`src/rtl/rtc_pkg.sv`:
```
// Shared field widths and range limits for the time-of-day counter and the
// alarm comparator that consumes its outputs.
package rtc_pkg;
  localparam int HOUR_W = 5;
  localparam int MIN_W  = 6;
  localparam int SEC_W  = 6;

  localparam logic [HOUR_W-1:0] MAX_HOUR = 5'd23;
  localparam logic [MIN_W-1:0]  MAX_MIN  = 6'd59;
  localparam logic [SEC_W-1:0]  MAX_SEC  = 6'd59;
endpackage

```
`src/rtl/rtc_prescaler.sv`:
```
// Divide-by-CLK_HZ counter: tc is high for one enabled cycle every CLK_HZ
// enabled cycles; clr restarts the count from 0 whether or not en is high.
module rtc_prescaler #(
  parameter int CLK_HZ = 50_000_000
) (
  input  logic clk,
  input  logic rst,
  input  logic en,
  input  logic clr,
  output logic tc
);
  localparam int CNT_W = $clog2(CLK_HZ);
  localparam logic [CNT_W-1:0] TERM = CNT_W'(CLK_HZ - 1);

  logic [CNT_W-1:0] cnt_q, cnt_d;

  assign tc = en && (cnt_q == TERM);

  always_comb begin
    cnt_d = cnt_q;
    if (clr || tc) begin
      cnt_d = '0;
    end else if (en) begin
      cnt_d = cnt_q + CNT_W'(1);
    end
  end

  always_ff @(posedge clk) begin
    if (rst) begin
      cnt_q <= '0;
    end else begin
      cnt_q <= cnt_d;
    end
  end
endmodule

```
`src/rtl/rtc_time_counter.sv`:
```
// 24-hour binary time-of-day counter advanced once per second, with a
// range-checked load and registered second/midnight/error pulses.
module rtc_time_counter
  import rtc_pkg::*;
#(
  parameter int CLK_HZ = 50_000_000
) (
  input  logic              clk,
  input  logic              rst,
  input  logic              run,
  input  logic              time_set,
  input  logic [HOUR_W-1:0] set_hour_in,
  input  logic [MIN_W-1:0]  set_min_in,
  input  logic [SEC_W-1:0]  set_sec_in,
  output logic [HOUR_W-1:0] hour_rtc,
  output logic [MIN_W-1:0]  min_rtc,
  output logic [SEC_W-1:0]  sec_rtc,
  output logic              sec_tick,
  output logic              day_tick,
  output logic              set_err
);
  logic              tc;
  logic              set_ok;
  logic [HOUR_W-1:0] hour_q, hour_d;
  logic [MIN_W-1:0]  min_q, min_d;
  logic [SEC_W-1:0]  sec_q, sec_d;
  logic              sec_tick_q, sec_tick_d;
  logic              day_tick_q, day_tick_d;
  logic              set_err_q, set_err_d;

  assign set_ok = time_set && (set_hour_in <= MAX_HOUR) &&
                  (set_min_in <= MAX_MIN) && (set_sec_in <= MAX_SEC);

  rtc_prescaler #(.CLK_HZ(CLK_HZ)) u_prescaler (
    .clk (clk),
    .rst (rst),
    .en  (run),
    .clr (set_ok),
    .tc  (tc)
  );

  // A valid load overrides the tick; a rejected load lets the tick through.
  always_comb begin
    hour_d     = hour_q;
    min_d      = min_q;
    sec_d      = sec_q;
    sec_tick_d = 1'b0;
    day_tick_d = 1'b0;
    set_err_d  = time_set && !set_ok;
    if (set_ok) begin
      hour_d = set_hour_in;
      min_d  = set_min_in;
      sec_d  = set_sec_in;
    end else if (tc) begin
      sec_tick_d = 1'b1;
      if (sec_q == MAX_SEC) begin
        sec_d = '0;
        if (min_q == MAX_MIN) begin
          min_d = '0;
          if (hour_q == MAX_HOUR) begin
            hour_d     = '0;
            day_tick_d = 1'b1;
          end else begin
            hour_d = hour_q + HOUR_W'(1);
          end
        end else begin
          min_d = min_q + MIN_W'(1);
        end
      end else begin
        sec_d = sec_q + SEC_W'(1);
      end
    end
  end

  always_ff @(posedge clk) begin
    if (rst) begin
      hour_q     <= '0;
      min_q      <= '0;
      sec_q      <= '0;
      sec_tick_q <= 1'b0;
      day_tick_q <= 1'b0;
      set_err_q  <= 1'b0;
    end else begin
      hour_q     <= hour_d;
      min_q      <= min_d;
      sec_q      <= sec_d;
      sec_tick_q <= sec_tick_d;
      day_tick_q <= day_tick_d;
      set_err_q  <= set_err_d;
    end
  end

  assign hour_rtc = hour_q;
  assign min_rtc  = min_q;
  assign sec_rtc  = sec_q;
  assign sec_tick = sec_tick_q;
  assign day_tick = day_tick_q;
  assign set_err  = set_err_q;
endmodule

```
`config.mk`:
```
export PLATFORM = sky130hd
export DESIGN_NAME = rtc_time_counter
export DESIGN_NICKNAME = d
export VERILOG_FILES = /design/src/rtl/rtc_pkg.sv /design/src/rtl/rtc_prescaler.sv /design/src/rtl/rtc_time_counter.sv
export SDC_FILE = /design/constraint.sdc
export NUM_CORES = 1
export LEC_CHECK = 0
export BUFFER_PORTS_ARGS = -buffer_cell sky130_fd_sc_hd__buf_4
export CORE_UTILIZATION = 40
export DETAILED_ROUTE_END_ITERATION = 6
export HOLD_SLACK_MARGIN = 0.06
export PLACE_DENSITY = 0.66
export SETUP_SLACK_MARGIN = 0.3
export SKIP_LAST_GASP = 1
export SYNTH_ARGS = -nofsm -noshare
export SYNTH_HDL_FRONTEND = slang
export SYNTH_SLANG_ARGS = --single-unit
```
`constraint.sdc`:
```
create_clock -name clk -period 2.5 [get_ports clk]
set_input_delay 0.5 -clock clk [delete_from_list [all_inputs] [get_ports clk]]
set_output_delay 0.5 -clock clk [all_outputs]
set_load 0.005 [all_outputs]
```
==> summary.md, run 1 <==
| Metric | Value |
|---|---|
| Status | `complete, no violations` |
| Worst setup EP type | `flip-flop` |
| Iteration-0 DRC Markers | `87` |
| Clock Sinks | `between 40 and 50` |
| Clock latency on the worst-skew pair | `about 0.30 ns` |
| Most frequent cells in the layout | `48 x buf_4, 47 x nor2_1, 46 x dfxtp_1, 23 x nand2_1, 18 x xor2_1` |
| First-pass GRT wire length | `~9 mm` |
| CP bufs+invs | `0` |
| Sw Share | `23.7%` |
| Row cnt | `27` |
| Stages on the worst setup path | `5` |
| Area Growth Syn to Fin | `23.2%` |
| Clk pwr share | `36.7%` |
| H-tree depth | `2` |
| Largest net degree at the start of global routing | `27` |
| Post-synth ARST share | `0%` |
| Hold WC Path Type | `in -> reg` |
| Clock Skew | `0.00528 ns` |
| Syn Nets | `roughly 300` |
| Total GRT Usage | `18.5%` |
| Final Non-Filler Cells | `approximately 390` |
| Crit-path max FO | `10` |
| Top cell type's share of synthesized area | `between 40% and 50%` |
| Synthesized cell area | `0.00230 mm^2` |
| EDFF count, synth | `0` |
| Fin crit share | `81.8%` |
| DRC Markers | `0` |
| Critical Path Start Type | `flip-flop` |
| F_max | `489 MHz` |
| Synthesis Warnings | `0` |
| Post-synthesis area per instance | `8.40 um^2` |
| Post-Syn Instances | `274` |
| Yosys cell types | `46` |
| Clock buffer depth | `2` |
| Initial antenna violation count | `0` |
| Combinational power share | `10.5%` |
| Share of cells above drive strength 1 | `19.6%` |
| Post-cts sizing count | `0` |
| Chip width | `77.8 um` |
| Least-Margin Pin Slew | `0.367 ns` |
| Vias | `2108` |
| CTS tree | `yes` |
| Crit-path slowest cell | `dfxtp_1` |
| Slew Viols, Final | `0` |
| Post-Route WL | `5.25 mm` |
| Setup Buffers After CTS | `0` |
| Setup Total Neg Slack | `0 ns` |
| WHS Path Cells | `2` |
| Hold Vio Cnt, Final | `0` |
| Final Core Density | `between 50% and 60%` |
| Area post-placement | `0.00271 mm^2` |
| Hpwl dp | `3.81 mm` |
| Slew headroom | `75.4%` |
| Initial core utilization | `around two fifths` |
| Worst setup margin | `0.455 ns` |
| # IOs | `41` |
| Core area | `0.00554 mm^2` |
| Most common cell after layout, fill and taps aside | `buf_4` |
| Tmin final | `2.04 ns` |
| DRT antenna net count | `0` |
| Sequential power share | `between 50 and 60%` |
| Clock slew at the register clock pins of the worst setup and hold paths | `0.09 ns` |
| Via density per instance | `~5.4` |
| Vias in the first global route | `around 1.9k` |
| VDD IR max | `about 0.28 mV` |
| CP peak stage delay | `0.38 ns` |
| Hold-fix buffers, CTS | `0` |
| Leading area contributor after synthesis | `dfxtp_1` |
| Lkg Pwr | `1.14 nW` |
| WP data required | `2.71 ns` |
| Port Buf Inserts | `40` |
| Main area contributors after synthesis | `dfxtp_1 40%, nor2_1 7.7%, xor2_1 6.9%, nand2_1 3.8%, xnor2_1 3.4%` |
| Root Driver | `clkbuf_8` |
| MaxCap Viol Count | `0` |
| Total die area | `0.00606 mm^2` |
| Die height | `about 78 um` |
| RSZ-0062 raised after global routing | `false` |
| Worst Path Arrival | `2.26 ns` |
| Psw | `353 uW` |
| First-pass DRT Iterations | `4` |
| Post-layout nets | `345` |
| Synthesis-stage register bit count | `46` |
| Cell Pwr Density | `525 mW/mm^2` |
| CTS buffer count | `5` |
| Worst setup path category | `reg -> reg` |
| Internal | `between 1 and 1.5 mW` |
| Design area | `between 0.002 and 0.003 mm^2` |
| Final setup vio count | `0` |
| Worst slack, placed | `approximately 0.26 ns` |
| Gr ovfl total | `0` |
| Ys flop type | `dfxtp_1` |
| FILL cells | `between 500 and 600` |
| Worst-path cell chain | `nor4_2 -> nand4_2 -> or2_4 -> or3_1 -> a311oi_1` |
| Top Family by Delay on Critical Path | `simple AND/OR/NAND/NOR gates` |
| GPL Wtd Cong | `0.868` |
| # diodes | `0` |
| Per-cell routed wire length | `13.4 um` |
| Worst r2r path cells | `5` |
| Post-synthesis sequential area ratio | `40.0%` |
| Inst Count DP | `between 300 and 400` |
-- cell usage after synthesis, drive strengths merged (3+ instances only) --
cell and number:
nor2 47, dfxtp 46, nor4 6, mux2i 4, nand3 15, a211oi 5, o21ai 8, a31oi 3
ha 4, nor3 8, a311oi 5, xor2 18, and3 6, nand4 11, buf 3, a21oi 5
and2 5, and4 5, nand2 23, xnor2 9, clkbuf 6, inv 6
-- final timing paths --
kind	start	end	slack [ns]
min	set_sec_in[3]	sec_rtc[3]	0.43
min reg2reg	u_prescaler.cnt_q[23]	u_prescaler.cnt_q[23]	0.52
max reg2reg	u_prescaler.cnt_q[7]	hour_rtc[3]	0.46
max	u_prescaler.cnt_q[7]	hour_rtc[3]	0.46
-- metal layers --
layer | wire length [um] | GRT usage [%]
met5 | 0 | 0
met1 | 2690 | 27.2
met4 | 54 | 5.66
met3 | 281 | 3.41
met2 | 2220 | 27.0
-- metrics by stage --
stage / total power [mW] / hold slack [ns]
6_report: 1.49 / 0.430
3_3_place_gp: 0.959 / 0.490
5_1_grt: 1.56 / 0.422
4_1_cts: 1.51 / 0.422
3_5_place_dp: 0.959 / 0.501
2_1_floorplan: 0.874 / 0.471
-- state kept, by name (all words and copies together) (netlist names) --
name,count
hour_rtc,5
min_rtc,6
day_tick,1
sec_tick,1
set_err,1
u_prescaler.cnt_q,26
sec_rtc,6
-- worst reg2reg max path: stages (launching register included) --
cell and delay, ns:
dfxtp_1 0.38, nor4_2 0.31, nand4_2 0.28, or2_4 0.38, or3_1 0.38, a311oi_1 0.25
-- logic make-up (layout without fill, tap and decap cells) --
kind of cell	after synthesis	after routing	share of synthesized area, %
compound gates	39	39	12.0
xor+xnor	27	27	10.3
fa+ha+maj	4	4	2.18
buf+inv	15	62	2.61
flops	46	46	40.0
mux	5	5	2.23
simple gates	138	138	30.7
-- area by class of cell --
class | count | area, um^2 | area share (%)
clock inverters | 3 | 40.0 | 1.41
flip-flops and latches | 46 | 921 | 32.5
multi-input cells | 213 | 1330 | 47.0
inverters | 6 | 22.5 | 0.794
well taps | 72 | 90.1 | 3.18
clock buffers | 5 | 68.8 | 2.43
repair buffers | 48 | 360 | 12.7
-- power by group through the flow --
stage,clock network [mW],logic (mW),registers (mW)
floorplan,0,0.0751,0.799
global placement,0,0.156,0.803
detailed placement,0,0.156,0.803
CTS,0.566,0.157,0.786
global route,0.597,0.172,0.792
finish,0.546,0.156,0.786
Note: power is estimated with default switching activity, not from simulation.
==> run 2, diff against run 1 <==
- ABC_AREA: unset -> 1
- PLACE_DENSITY: 0.66 -> 0.68
- clock period: 2.5 -> 1.6 ns (I/O delays scaled with it)
==> run 2 against run 1 <==
Effect of this change:
- sequential share of layout area fell by 8.5 points
- the flow now finishes with violations (design-rule violations)
- critical path depth is 3 higher
- clock power grew 35%
- synthesized cell count up 52%
- sequential cell count unchanged
- via count grew 41%
- wire length increased by 50%
- worst hold slack lost 0.19 ns
- core utilization up 12 points
- register-to-register slack worse by 0.33 ns
- sequential power increased by 54%
- die area grew 19%
==> summary.md, run 2 <==
| Metric | Value |
|---|---|
| Synthesis-stage register bit count | `46` |
| GPL Wtd Cong | `0.849` |
| Leading area contributor after synthesis | `dfxtp_1` |
| First-pass GRT wire length | `12.1 mm` |
| Slew headroom | `80.0%` |
| Largest family of logic cells by synthesized area | `simple AND/OR/NAND/NOR gates` |
| CTS tree | `yes` |
| Worst-path cell chain | `nand2_4 -> nor2_4 -> nand2_2 -> nor2_4 -> nand2_4 -> nand3_4 -> clkbuf_16 -> nor3_2` |
| MaxCap Viol Count | `0` |
| Design area | `0.00408 mm^2` |
| Sequential power share | `49.7%` |
| Tmin final | `1.48 ns` |
| Share of cells above drive strength 1 | `46.3%` |
| CP peak stage delay | `0.37 ns` |
| Cell Pwr Density | `~600 mW/mm^2` |
| Count leader, synth | `nand2_1` |
| H-tree depth | `2` |
| Hold Vio Cnt, Final | `0` |
| Chip width | `approximately 85 um` |
| Via density per instance | `~5` |
| Crit Reg-Reg Endpoint | `u_prescaler.cnt_q[2]` |
| Iteration-0 DRC Markers | `103` |
| Initial core utilization | `42.3%` |
| Yosys cell types | `31` |
| Crit-path slowest cell | `dfxtp_2` |
| Ys flop type | `dfxtp_1` |
| Root Driver | `clkbuf_8` |
| Port Buf Inserts | `40` |
| Clk pwr share | `30.3%` |
| Setup Total Neg Slack | `0 ns` |
| Most flop-heavy register | `u_prescaler.cnt_q` |
| VDD IR max | `0.306 mV` |
| Post-Syn Instances | `417` |
| Clock buffer depth | `2` |
| Register area | `978 um^2` |
| Gr ovfl total | `0` |
| Post-synthesis sequential area ratio | `33.5%` |
| Sw Share | `between 20% and 30%` |
| Core area | `0.00649 mm^2` |
| Row cnt | `29` |
| Hpwl dp | `5.16 mm` |
| Area occupied by multi-input gates | `roughly 0.0021 mm^2` |
| # IOs | `41` |
| Most common cell after layout, fill and taps aside | `nand2_1` |
| Synth Area in Adders | `1.82%` |
| Syn Nets | `442` |
| Least-Margin Pin Slew | `0.299 ns` |
| FILL cells | `553` |
| Hold path endpoint | `set_err` |
| Failing checks | `design-rule violations` |
| Synth Area in XOR/XNOR | `roughly 5.4%` |
| Combinational power share | `~20%` |
| Top cell type's share of synthesized area | `33.5%` |
| CTS buffer count | `5` |
| WP data required | `1.79 ns` |
| First-pass DRT Iterations | `6` |
| Synthesized cell area | `0.00275 mm^2` |
| Total GRT Usage | `20.8%` |
| Vias | `2969` |
| Critical Path Start Type | `flip-flop` |
| Share of synthesized cell area in and, or, nand and nor gates | `46.5%` |
| Final Core Density | `approximately 63%` |
| WHS Path Cells | `3` |
| Total die area | `0.00721 mm^2` |
| Hold_sp | `time_set` |
| Fin crit share | `92.3%` |
| Vias in the first global route | `2665` |
| Worst Path Arrival | `1.66 ns` |
| Synth Area in Compound Gates | `5.78%` |
| Initial antenna violation count | `0` |
| Clock latency on the worst-skew pair | `0.30 ns` |
| Worst setup EP type | `flip-flop` |
| Lkg Pwr | `1.72 nW` |
| Post-layout nets | `525` |
| Post-synthesis area per instance | `approximately 6.6 um^2` |
| DRT antenna net count | `0` |
| R2r startpoint | `u_prescaler.cnt_q[15]` |
| Reg-to-reg slack, setup | `0.12 ns` |
| Max reg flops | `26` |
| F_max | `approximately 680 MHz` |
| Most frequent cells in the layout | `101 x nand2_1, 75 x buf_4, 49 x nor2_1, 29 x inv_1, 22 x dfxtp_2` |
| Hold WC Path Type | `in -> reg` |
| Clock slew at the register clock pins of the worst setup and hold paths | `roughly 0.09 ns` |
| Psw | `685 uW` |
| Clock Sinks | `46` |
| Area Growth Syn to Fin | `48.6%` |
| Area post-placement | `0.00333 mm^2` |
| Commonest cells post-synth | `120 x nand2_1, 70 x nor2_1, 46 x dfxtp_1` |
| Worst setup path category | `reg -> reg` |
| Internal | `1.75 mW` |
| Crit-path max FO | `6` |
| Final setup vio count | `0` |
| Slew Viols, Final | `0` |
| Post-synth ARST share | `0%` |
| Synthesis Warnings | `0` |
| RSZ-0062 raised after global routing | `true` |
| Per-cell routed wire length | `13.6 um` |
| Hold-fix buffers, CTS | `0` |
| # diodes | `0` |
| Main area contributors after synthesis | `dfxtp_1 34%, nand2_1 16%, nor2_1 9.6%, nand3_1 6.2%, inv_1 4.5%` |
| Die height | `84.9 um` |
| Clock Skew | `0.0152 ns` |
| Status | `complete, but fails checks` |
| Post-Route WL | `between 7 and 8 mm` |
| DRC Markers | `5` |
| Largest net degree at the start of global routing | `17` |
| Multiplexer area fraction after synthesis | `0%` |
| Worst r2r path cells | `8` |
| EDFF count, synth | `0` |
==> run 2: changes by cell type after synthesis, sizes merged, moves of 6 or more <==
cell and delta:
a21oi +18, inv +30, nand2 +104, nand3 +22, nor2 +34, nor4 -6
==> run 2: cell families (layout without fill, tap and decap cells) <==
group / count (synthesis) / after routing
simple gates: 275 / 277
flops: 46 / 46
buf+inv: 44 / 126
compound gates: 31 / 31
xor+xnor: 17 / 17
fa+ha+maj: 4 / 4
==> run 2: cell type report <==
class / instances / area share (%)
multi-input cells: 329 / 51.6
flip-flops and latches: 46 / 24.0
repair buffers: 82 / 16.4
clock inverters: 1 / 0.123
inverters: 36 / 3.49
well taps: 77 / 2.36
clock buffers: 7 / 2.11
==> run 2: metal layers <==
metal	vias to the layer above	global-route usage, %	wire [um]
met4	0	6.93	82
met1	1410	25.9	3340
met5	-	0	0
met3	8	3.11	218
li1	1498	-	-
met2	53	37.0	4250
==> run 2: per-stage QoR <==
stage | setup slack (ns) | cells | hold slack, ns | power, mW
global placement | 0.0771 | 542 | 0.474 | 1.62
floorplan | 0.257 | 417 | 0.389 | 1.47
global route | 0.0460 | 578 | 0.241 | 2.55
CTS | 0.187 | 567 | 0.220 | 2.39
detailed placement | 0.0449 | 542 | 0.486 | 1.62
finish | 0.123 | 578 | 0.235 | 2.43
==> run 2: critical path: cells and delay by family (launching register included) <==
kind / cells / cell delay (ns)
DFF: 1 / 0.37
buffers and inverters: 1 / 0.19
and+or+nand+nor: 7 / 0.79
==> run 2: worst max path at each step <==
stage | cells past startpoint | start | to | slack, ns
after floorplan | 8 | min_rtc[1] | hour_rtc[0] | 0.26
after global placement | 10 | set_hour_in[4] | sec_rtc[0] | 0.08
after detailed placement | 8 | min_rtc[0] | hour_rtc[4] | 0.04
after CTS | 7 | u_prescaler.cnt_q[0] | u_prescaler.cnt_q[12] | 0.19
after global routing | 7 | u_prescaler.cnt_q[25] | u_prescaler.cnt_q[2] | 0.05
final | 8 | u_prescaler.cnt_q[15] | u_prescaler.cnt_q[2] | 0.12
==> run 2: timing repair <==
item,in CTS,in global routing
resized for setup,39,84
gates cloned,1,2
endpoints found under the setup margin,44,45
setup buffers,16,9
pin swaps,21,39
==> run 2: power by group through the flow <==
stage                     Combinational [mW]  Sequential (mW)  Clock (mW)
after floorplan                        0.221             1.25           0
after global placement                 0.373             1.24           0
after detailed placement               0.380             1.24           0
after CTS                              0.406             1.21       0.767
after global routing                   0.535             1.21       0.797
final                                  0.485             1.21       0.737
==> run 3, diff against run 2 <==
- SETUP_SLACK_MARGIN: 0.3 -> 0.05
- SKIP_CTS_REPAIR_TIMING: unset -> 1
==> run 3 against run 2 <==
Effect of this change:
- the flow still finishes with violations (design-rule violations)
- sequential power about the same
- sequential share of layout area is 2.4 points higher
- via count down 3.3%
- design area decreased by 12%
- worst setup slack improved by 0.010 ns
- critical path depth decreased by 1
- wire length decreased by 13%
- clock power shrank 4.5%
- non-clock buffer count down 5
- clock skew decreased by 0.0071 ns
- critical path type unchanged
- largest cell class unchanged
- largest power group unchanged
- highest routed layer unchanged
==> summary.md, run 3 (synthesis results as in run 2) <==
| Metric | Value |
|---|---|
| Status | `complete, but fails checks` |
| Failing checks | `design-rule violations` |
| Area Growth Syn to Fin | `30.5%` |
| Crit-path slowest cell | `dfxtp_4` |
| Clock buffer depth | `2` |
| Per-cell routed wire length | `12.0 um` |
| Lkg Pwr | `1.56 nW` |
| Fin crit share | `91.7%` |
| Most frequent cells in the layout | `115 x nand2_1, 76 x buf_4, 65 x nor2_1, 32 x nand3_1` |
| Clock Sinks | `46` |
| DRC Markers | `5` |
| CTS buffer count | `5` |
| VDD IR max | `0.465 mV` |
| CP bufs+invs | `0` |
| Slew headroom | `between 80% and 90%` |
| Hold WC Path Type | `in -> reg` |
| Row cnt | `29` |
| Final Core Density | `55.2%` |
| Clk pwr share | `30.5%` |
| Internal | `roughly 1.7 mW` |
| F_max | `682 MHz` |
| Port Buf Inserts | `40` |
| Post-Route WL | `6.84 mm` |
| Most common cell after layout, fill and taps aside | `nand2_1` |
| Max reg flops | `26` |
| Largest net degree at the start of global routing | `18` |
| Die height | `84.9 um` |
| Root Driver | `clkbuf_8` |
| Clock slew at the register clock pins of the worst setup and hold paths | `roughly 0.080 ns` |
| Total die area | `0.00721 mm^2` |
| Combinational power share | `17.0%` |
| Least-Margin Pin Slew | `0.279 ns` |
| Uppermost routed layer | `met4` |
| Worst-path cell chain | `ha_4 -> nand2_2 -> nor3_4 -> nand3_2 -> nor2_4 -> nand2_1 -> nor3b_2` |
| Fin Hold WS | `0.247 ns` |
| CTS tree | `yes` |
| Gr ovfl total | `0` |
| Most flop-heavy register | `u_prescaler.cnt_q` |
| Chip width | `~85 um` |
| Hpwl dp | `5.22 mm` |
| Crit-path max FO | `4` |
| Tmin final | `1.47 ns` |
| Sequential power share | `52.5%` |
| RSZ-0062 raised after global routing | `true` |
| Top Family by Delay on Critical Path | `simple AND/OR/NAND/NOR gates` |
| Vias in the first global route | `2670` |
| Clock Skew | `slightly above 0.008 ns` |
| Slew Viols, Final | `0` |
| # diodes | `0` |
| Hold Vio Cnt, Final | `0` |
| MaxCap Viol Count | `0` |
| Sw Share | `around a quarter` |
| Worst setup path category | `reg -> reg` |
| Initial antenna violation count | `0` |
| Final setup vio count | `0` |
| Via density per instance | `5.04` |
| Psw | `608 uW` |
| First-pass GRT wire length | `between 10 and 15 mm` |
| GPL Wtd Cong | `0.847` |
| M1 WL | `3.18 mm` |
| WP data required | `1.79 ns` |
| Vias | `roughly 2.9k` |
| Met3 wire len | `247 um` |
| Worst Path Arrival | `between 1.5 and 2 ns` |
| Total GRT Usage | `19.5%` |
| CP peak stage delay | `0.37 ns` |
| Core area | `around 0.0065 mm^2` |
| First-pass DRT Iterations | `6` |
| Initial core utilization | `42.3%` |
| Share of cells above drive strength 1 | `30.2%` |
| Clock latency on the worst-skew pair | `about 0.29 ns` |
| Cell Pwr Density | `643 mW/mm^2` |
| # IOs | `41` |
| DR WL met2 | `3.37 mm` |
| Iteration-0 DRC Markers | `115` |
| Post-layout nets | `between 500 and 600` |
| H-tree depth | `2` |
| DRT antenna net count | `0` |
| Critical Path Start Type | `flip-flop` |
| Worst setup EP type | `flip-flop` |
-- run 3: cell types whose count changed in the layout (fill, tap and decap cells not counted), moves of 10 or more --
cell	delta
a21oi_1	+10
nand3_1	+11
dfxtp_1	+15
a21oi_2	-10
nand2_1	+14
nor2_1	+16
-- run 3: power groups by stage --
stage / clock network, mW / registers (mW) / logic, mW
6_report: 0.704 / 1.21 / 0.392
5_1_grt: 0.782 / 1.22 / 0.446
4_1_cts: 0.733 / 1.21 / 0.380
3_5_place_dp: 0 / 1.24 / 0.378
3_3_place_gp: 0 / 1.23 / 0.373
2_1_floorplan: 0 / 1.24 / 0.213
-- run 3: final cells by class --
type	instances	area, um^2
multi-input combinational	328	1750
fill	638	2910
clock buffer	6	82.6
timing repair buffer	77	582
tap	77	96.3
inverter	36	135
sequential	46	945
-- run 3: final timing paths --
| check | from | end | slack (ns) | cells after the start |
|---|---|---|---|---|
| setup / recovery | u_prescaler.cnt_q[1] | u_prescaler.cnt_q[20] | 0.13 | 7 |
| hold / removal | rst | sec_rtc[4] | 0.25 | 2 |
| setup reg to reg | u_prescaler.cnt_q[1] | u_prescaler.cnt_q[20] | 0.13 | 7 |
| hold reg to reg | u_prescaler.cnt_q[11] | u_prescaler.cnt_q[11] | 0.51 | 2 |
-- run 3: metal layers --
metal,track usage [%],vias up
met5,0,-
met2,33.6,56
li1,-,1485
met4,6.32,0
met3,2.63,4
met1,25.4,1326
-- run 3: metrics by stage --
stage | setup slack, ns | total power, mW | std cells | area [um^2] | TNS [ns]
4_1_cts | 0.0162 | 2.32 | 561 | 3390 | 0
3_5_place_dp | -0.0150 | 1.61 | 555 | 3310 | -0.0150
5_1_grt | 0.0411 | 2.45 | 570 | 3590 | 0
2_1_floorplan | 0.147 | 1.45 | 417 | 2750 | 0
3_3_place_gp | 0.0541 | 1.61 | 555 | 3310 | 0
6_report | 0.133 | 2.31 | 570 | 3590 | 0
